<file path="src/rtl/security_pkg.sv">
// Shared types and constants for the zoned intrusion controller.
// The optional exit delay is enabled by defining SECURITY_EXIT_DELAY_EN.
package security_pkg;

    // One-hot-0 state encoding; DISARMED is the all-zero state.
    typedef enum logic [3:0] {
        DISARMED    = 4'b0000,
        EXIT_DELAY  = 4'b0001,
        ARMED       = 4'b0010,
        ENTRY_DELAY = 4'b0100,
        ALARM       = 4'b1000
    } state_t;

    localparam logic [3:0] DEF_ARM_CODE    = 4'b0011;
    localparam logic [3:0] DEF_DISARM_CODE = 4'b1100;

    function automatic int max3(input int a, input int b, input int c);
        int m;
        m = (a > b) ? a : b;
        return (m > c) ? m : c;
    endfunction

endpackage

</file>
<file path="src/rtl/security_delay_timer.sv">
// Up-counting delay timer shared by the exit, entry and siren phases.
// done is high while the count sits at limit (limit = delay length - 1).
module security_delay_timer #(
    parameter int W = 4
) (
    input  logic         sys_clk,
    input  logic         reset,
    input  logic         clear,
    input  logic         enable,
    input  logic [W-1:0] limit,
    output logic         done
);

    logic [W-1:0] count;

    // Count from zero after clear, holding at the limit so it can never wrap.
    always_ff @(posedge sys_clk or posedge reset) begin
        if (reset) begin
            count <= '0;
        end else if (clear) begin
            count <= '0;
        end else if (enable && (count != limit)) begin
            count <= count + 1'b1;
        end
    end

    assign done = (count == limit);

endmodule

</file>
<file path="src/rtl/security_zoned.sv">
// Multi-zone intrusion controller: arming/disarming by keypad code, per-zone
// bypass latched at arming, entry and siren delays, wrong-code escalation and
// a sticky record of tripped zones. All outputs are registered.
// Define SECURITY_EXIT_DELAY_EN to insert an exit delay between arming and ARMED;
// without it the ARM code goes straight to ARMED and is_exit_delay stays 0.
module security_zoned
    import security_pkg::*;
#(
    parameter int               N_ZONES      = 3,
    parameter int               KEY_W        = 4,
    parameter logic [KEY_W-1:0] ARM_CODE     = KEY_W'(DEF_ARM_CODE),
    parameter logic [KEY_W-1:0] DISARM_CODE  = KEY_W'(DEF_DISARM_CODE),
    parameter int               ENTRY_CYCLES = 100,
    parameter int               EXIT_CYCLES  = 200,
    parameter int               SIREN_CYCLES = 1000,
    parameter int               MAX_BAD      = 3
) (
    input  logic               sys_clk,
    input  logic               reset,
    input  logic [KEY_W-1:0]   keypad,
    input  logic               keypad_valid,
    input  logic [N_ZONES-1:0] zone_in,
    input  logic [N_ZONES-1:0] zone_bypass,
    output logic               alarm_siren,
    output logic               is_armed,
    output logic               is_wait_delay,
    output logic               is_exit_delay,
    output logic [N_ZONES-1:0] tripped_zones
);

    localparam int TW = $clog2(max3(ENTRY_CYCLES, EXIT_CYCLES, SIREN_CYCLES) + 1);
    localparam int BW = $clog2(MAX_BAD + 1);

    localparam logic [TW-1:0] ENTRY_LIM = TW'(ENTRY_CYCLES - 1);
    localparam logic [TW-1:0] SIREN_LIM = TW'(SIREN_CYCLES - 1);
`ifdef SECURITY_EXIT_DELAY_EN
    localparam logic [TW-1:0] EXIT_LIM  = TW'(EXIT_CYCLES - 1);
`endif
    localparam logic [BW-1:0] BAD_MAX   = BW'(MAX_BAD);

    state_t             state, state_next;
    logic [N_ZONES-1:0] bypass_q;
    logic [BW-1:0]      bad_cnt, bad_next;
    logic [TW-1:0]      limit;
    logic               timer_clear, timer_enable, timer_done;
    logic               code_arm, code_disarm, code_other, trip, arming, watching;

    assign code_arm    = keypad_valid && (keypad == ARM_CODE);
    assign code_disarm = keypad_valid && (keypad == DISARM_CODE);
    assign code_other  = keypad_valid && (keypad != DISARM_CODE);
    assign trip        = |(zone_in & ~bypass_q);
    assign arming      = (state == DISARMED) && (state_next != DISARMED);
    assign watching    = (state == ARMED) || (state == ENTRY_DELAY) || (state == ALARM);

    // The timer restarts on every state change, so each timed state begins at zero.
    assign timer_clear = (state_next != state);

    // Select the terminal count for whichever timed state is active.
    always_comb begin
        limit        = '0;
        timer_enable = 1'b0;
        case (state)
`ifdef SECURITY_EXIT_DELAY_EN
            EXIT_DELAY: begin
                limit        = EXIT_LIM;
                timer_enable = 1'b1;
            end
`endif
            ENTRY_DELAY: begin
                limit        = ENTRY_LIM;
                timer_enable = 1'b1;
            end
            ALARM: begin
                limit        = SIREN_LIM;
                timer_enable = 1'b1;
            end
            default: ;
        endcase
    end

    security_delay_timer #(.W(TW)) u_timer (
        .sys_clk (sys_clk),
        .reset   (reset),
        .clear   (timer_clear),
        .enable  (timer_enable),
        .limit   (limit),
        .done    (timer_done)
    );

    // Next-state and wrong-code counter; codes take priority over timer expiry.
    always_comb begin
        state_next = state;
        bad_next   = bad_cnt;
        case (state)
            DISARMED: begin
                if (code_arm) begin
`ifdef SECURITY_EXIT_DELAY_EN
                    state_next = EXIT_DELAY;
`else
                    state_next = ARMED;
`endif
                end
            end
`ifdef SECURITY_EXIT_DELAY_EN
            EXIT_DELAY: begin
                if (code_disarm)     state_next = DISARMED;
                else if (timer_done) state_next = ARMED;
            end
`endif
            ARMED: begin
                if (code_disarm) state_next = DISARMED;
                else if (trip)   state_next = ENTRY_DELAY;
            end
            ENTRY_DELAY: begin
                if (code_disarm) begin
                    state_next = DISARMED;
                end else begin
                    if (code_other && (bad_cnt != BAD_MAX)) bad_next = bad_cnt + 1'b1;
                    if ((code_other && (bad_next == BAD_MAX)) || timer_done)
                        state_next = ALARM;
                end
            end
            ALARM: begin
                if (code_disarm)     state_next = DISARMED;
                else if (timer_done) state_next = ARMED;
            end
            default: state_next = DISARMED;
        endcase
        if ((state_next == DISARMED) || (state_next == ARMED)) bad_next = '0;
    end

    // State, bypass mask, wrong-code count and the sticky trip record.
    always_ff @(posedge sys_clk or posedge reset) begin
        if (reset) begin
            state         <= DISARMED;
            bad_cnt       <= '0;
            bypass_q      <= '0;
            tripped_zones <= '0;
        end else begin
            state   <= state_next;
            bad_cnt <= bad_next;
            if (arming) begin
                bypass_q      <= zone_bypass;
                tripped_zones <= '0;
            end else if (watching) begin
                tripped_zones <= tripped_zones | (zone_in & ~bypass_q);
            end
        end
    end

    // Status outputs are flopped from the next state so they change with the state.
    always_ff @(posedge sys_clk or posedge reset) begin
        if (reset) begin
            alarm_siren   <= 1'b0;
            is_armed      <= 1'b0;
            is_wait_delay <= 1'b0;
        end else begin
            alarm_siren   <= (state_next == ALARM);
            is_armed      <= (state_next == ARMED);
            is_wait_delay <= (state_next == ENTRY_DELAY);
        end
    end

`ifdef SECURITY_EXIT_DELAY_EN
    // Exit-delay indicator, present only when the exit delay is built in.
    always_ff @(posedge sys_clk or posedge reset) begin
        if (reset) is_exit_delay <= 1'b0;
        else       is_exit_delay <= (state_next == EXIT_DELAY);
    end
`else
    assign is_exit_delay = 1'b0;
`endif

endmodule

</file>
<file path="config.mk">
export PLATFORM = sky130hd
export DESIGN_NAME = security_zoned
export DESIGN_NICKNAME = d
export VERILOG_FILES = /design/src/rtl/security_pkg.sv /design/src/rtl/security_delay_timer.sv /design/src/rtl/security_zoned.sv
export SDC_FILE = /design/constraint.sdc
export NUM_CORES = 1
export LEC_CHECK = 0
export BUFFER_PORTS_ARGS = -buffer_cell sky130_fd_sc_hd__buf_2
export CELL_PAD_IN_SITES_DETAIL_PLACEMENT = 1
export CELL_PAD_IN_SITES_GLOBAL_PLACEMENT = 1
export CORE_UTILIZATION = 41
export DETAILED_ROUTE_END_ITERATION = 10
export HOLD_SLACK_MARGIN = 0.03
export PLACE_DENSITY = 0.84
export REMOVE_ABC_BUFFERS = 1
export SETUP_SLACK_MARGIN = 0.5
export SYNTH_ARGS = -nofsm -noshare
export SYNTH_HDL_FRONTEND = slang
export SYNTH_SLANG_ARGS = --single-unit
</file>
<file path="constraint.sdc">
create_clock -name sys_clk -period 2.8 [get_ports sys_clk]
set_input_delay 0.56 -clock sys_clk [delete_from_list [all_inputs] [get_ports sys_clk]]
set_output_delay 0.56 -clock sys_clk [all_outputs]
set_load 0.05 [all_outputs]
</file>
==> metrics <==
count of state elements after synthesis=25; Total Power=0.688 mW; Pwr Density=416 nW/um^2; clk_skew=0.00869 ns; CP Max Fanout=10; DP Area=1540 um^2; XOR/XNOR share of the synthesized area=6.83%; final worst slack=0.488 ns; Antenna diodes=0; Worst IR Drop VDD=0.286 mV; initial antenna violation count=0; CTS Buf Count=3; Compound-Gate Fraction of Synth Area=11.9%; first-pass GRT wire length=6230 um; crit path from=state[0]; post-route ant nets=0; max-cap viol count=0; crit path DAT=2.54 ns; core area=3150 um^2; Setup TNS=0 ns; Crit Path Class=reg -> reg; P_leak=0.769 nW; clock slew at reported path FFs=0.14 ns; worst hold slack=0.423 ns; CTS tree=built; Avg Cell Area, Syn=10.2 um^2; min cycle time layout=2.31 ns; number of global-route vias before repair=1,322; GRT overflow=0; Clock Latency Late Sink=0.33 ns; CTS Sinks=25; Fmax achieved=433 MHz; WL/cell=17.4 um; Clk Tree Root Cell=clkbuf_4; main combinational cell family by area after synthesis=simple AND/OR/NAND/NOR gates; actual slew at the worst max-slew pin=0.988 ns; number of remaining DRC errors=0; Ports=20; Die ar.=3680 um^2; worst rel slew slack=34.0%; Die Span X=60.6 um; Crit. End Element=flop; post-synthesis simple-gate area fraction=24.9%; Via density=5.49; CTS H-tree depth=1; Filler cells=373; unrepaired setup endpoints after global routing=yes; Worst R2R Path Depth=6; gp weighted congestion=0.918; drt total wl=3650 um; fin crit share=82.6%; Required @ worst endpoint=3.03 ns; post-synthesis mux area share=6.12%; most frequent cells in the layout=nor2_1 (21), dfrtp_1 (21), buf_2 (18); reg-to-reg startpoint=state[0]; Adder-Cell Fraction of Synth Area=1.77%; share of cells above drive strength 1=32.5%; cell count after synthesis=138; post-route cell area=1660 um^2; Final Setup Violations=0; post-synthesis sequential area ratio=44.4%; Slew Limit Fails=0; final hold vios=0; hold crit path type=in -> async; GR Util All Layers=23.5%; post-synth top area cell=dfrtp_1; startpoint types=flop; DR vias=1,153; Yosys Warn Count=0; Initial DRT Pass Iterations=4; height of the chip=60.6 um; pin count of the biggest net entering global routing=26; Netlist cell types=42; Mapped Area=1410 um^2; status=finished, final reports clean; Synth top area share=44.4%; hold_buf cts=0; IO Port Bufs=18; nets=182; DP HPWL=2370 um; initial core utilization=44.7%; pre-CTS setup slack=0.290 ns; Area Growth Syn to Fin=17.4%; Synth area leaders=dfrtp_1 (44%), nor2_1 (5.6%), xnor2_1 (3.7%); row count=20; 1st-iter DRT viols=23; Clock Path Buffers=2
## Yosys cell counts
master,count
dfrtp_1,25
nor2_1,21
a21oi_1,9
inv_1,6
nand2_1,6
xnor2_1,6
nand4_1,5
xor2_1,5
nand3_1,4
nor3_1,4
mux2_2,3
mux2i_1,3
nor2b_1,3
nor4_1,3
a31oi_1,2
buf_4,2
ha_1,2
nor3b_1,2
o21ai_0,2
or2_2,2
or3_1,2
a2111oi_4,1
a211oi_2,1
a221oi_2,1
a31o_2,1
and2_1,1
and3_1,1
and4_1,1
buf_2,1
buf_6,1
conb_1,1
mux2i_4,1
nand2b_1,1
nand4b_2,1
nor4b_2,1
nor4bb_1,1
o21bai_1,1
o31ai_1,1
o41a_4,1
or3b_2,1
or4_4,1
or4b_4,1
## path summary, 6_finish.rpt
kind | endpoint | slack, ns
max | u_timer.count[1] | 0.49
min | bypass_q[1] | 0.42
max reg2reg | u_timer.count[1] | 0.49
min reg2reg | tripped_zones[1] | 0.52
max in group asynchronous | state[1] | 1.71
min in group sys_clk | bypass_q[1] | 0.45
## repair_timing
action,4_1_cts,5_1_grt
gates resized for setup,10,0
setup buffers,6,2
pin swaps,7,0
endpoints found under the setup margin,16,14
## power by group
group | leakage (nW) | internal, mW | switching (mW) | total, mW
registers | 0.334 | 0.382 | 0.0114 | 0.393
logic | 0.419 | 0.0387 | 0.0851 | 0.124
clock network | 0.0150 | 0.0560 | 0.115 | 0.171
total | 0.769 | 0.477 | 0.211 | 0.688
## through the flow
| stage | util, % | std cells |
|---|---|---|
| 5_1_grt | 52.5 | 210 |
| 4_1_cts | 52.0 | 208 |
| 2_1_floorplan | - | 135 |
| 3_5_place_dp | 48.7 | 198 |
| 6_report | 52.5 | 210 |
| 3_3_place_gp | 48.7 | 198 |
## critical path, stage by stage (launching register included)
cell      delay [ns]
dfrtp_2         0.46
or4b_4          0.59
mux2i_4         0.23
o41a_4          0.44
a31o_2          0.25
nand4b_4        0.16
nor2_1          0.08
## cell type report
class	instances	area, um^2	share of cell area [%]
sequential	25	631	38.1
tap	44	55.1	3.33
multi-input combinational	104	763	46.1
clock buffer	4	26.3	1.59
timing repair buffer	27	158	9.52
inverter	6	22.5	1.36
## registers in the layout (all words and copies together) (netlist names)
signal	count
bypass_q	3
u_timer.count	10
is_wait_delay	1
bad_cnt	2
alarm_siren	1
state	4
is_armed	1
tripped_zones	3
## kinds of logic after synthesis
| kind of cell | count (synthesis) |
|---|---|
| AO/OA/AOI/OAI | 20 |
| XOR/XNOR | 11 |
| AND/OR/NAND/NOR | 62 |
| flip-flops | 25 |
| adder cells (fa/ha/maj) | 2 |
| multiplexers | 7 |
| other | 1 |
| buffers and inverters | 10 |
## metal layers
metal  vias to the layer above  global-route usage, %  share of wire [%]
li1                        542                      -                  -
met1                       582                   28.4                 44
met2                        24                   41.6                 52
met3                         5                   3.20                2.4
met4                         0                   11.0                1.4
met5                         -                      0                  0
(Power assumes the default switching activity.)
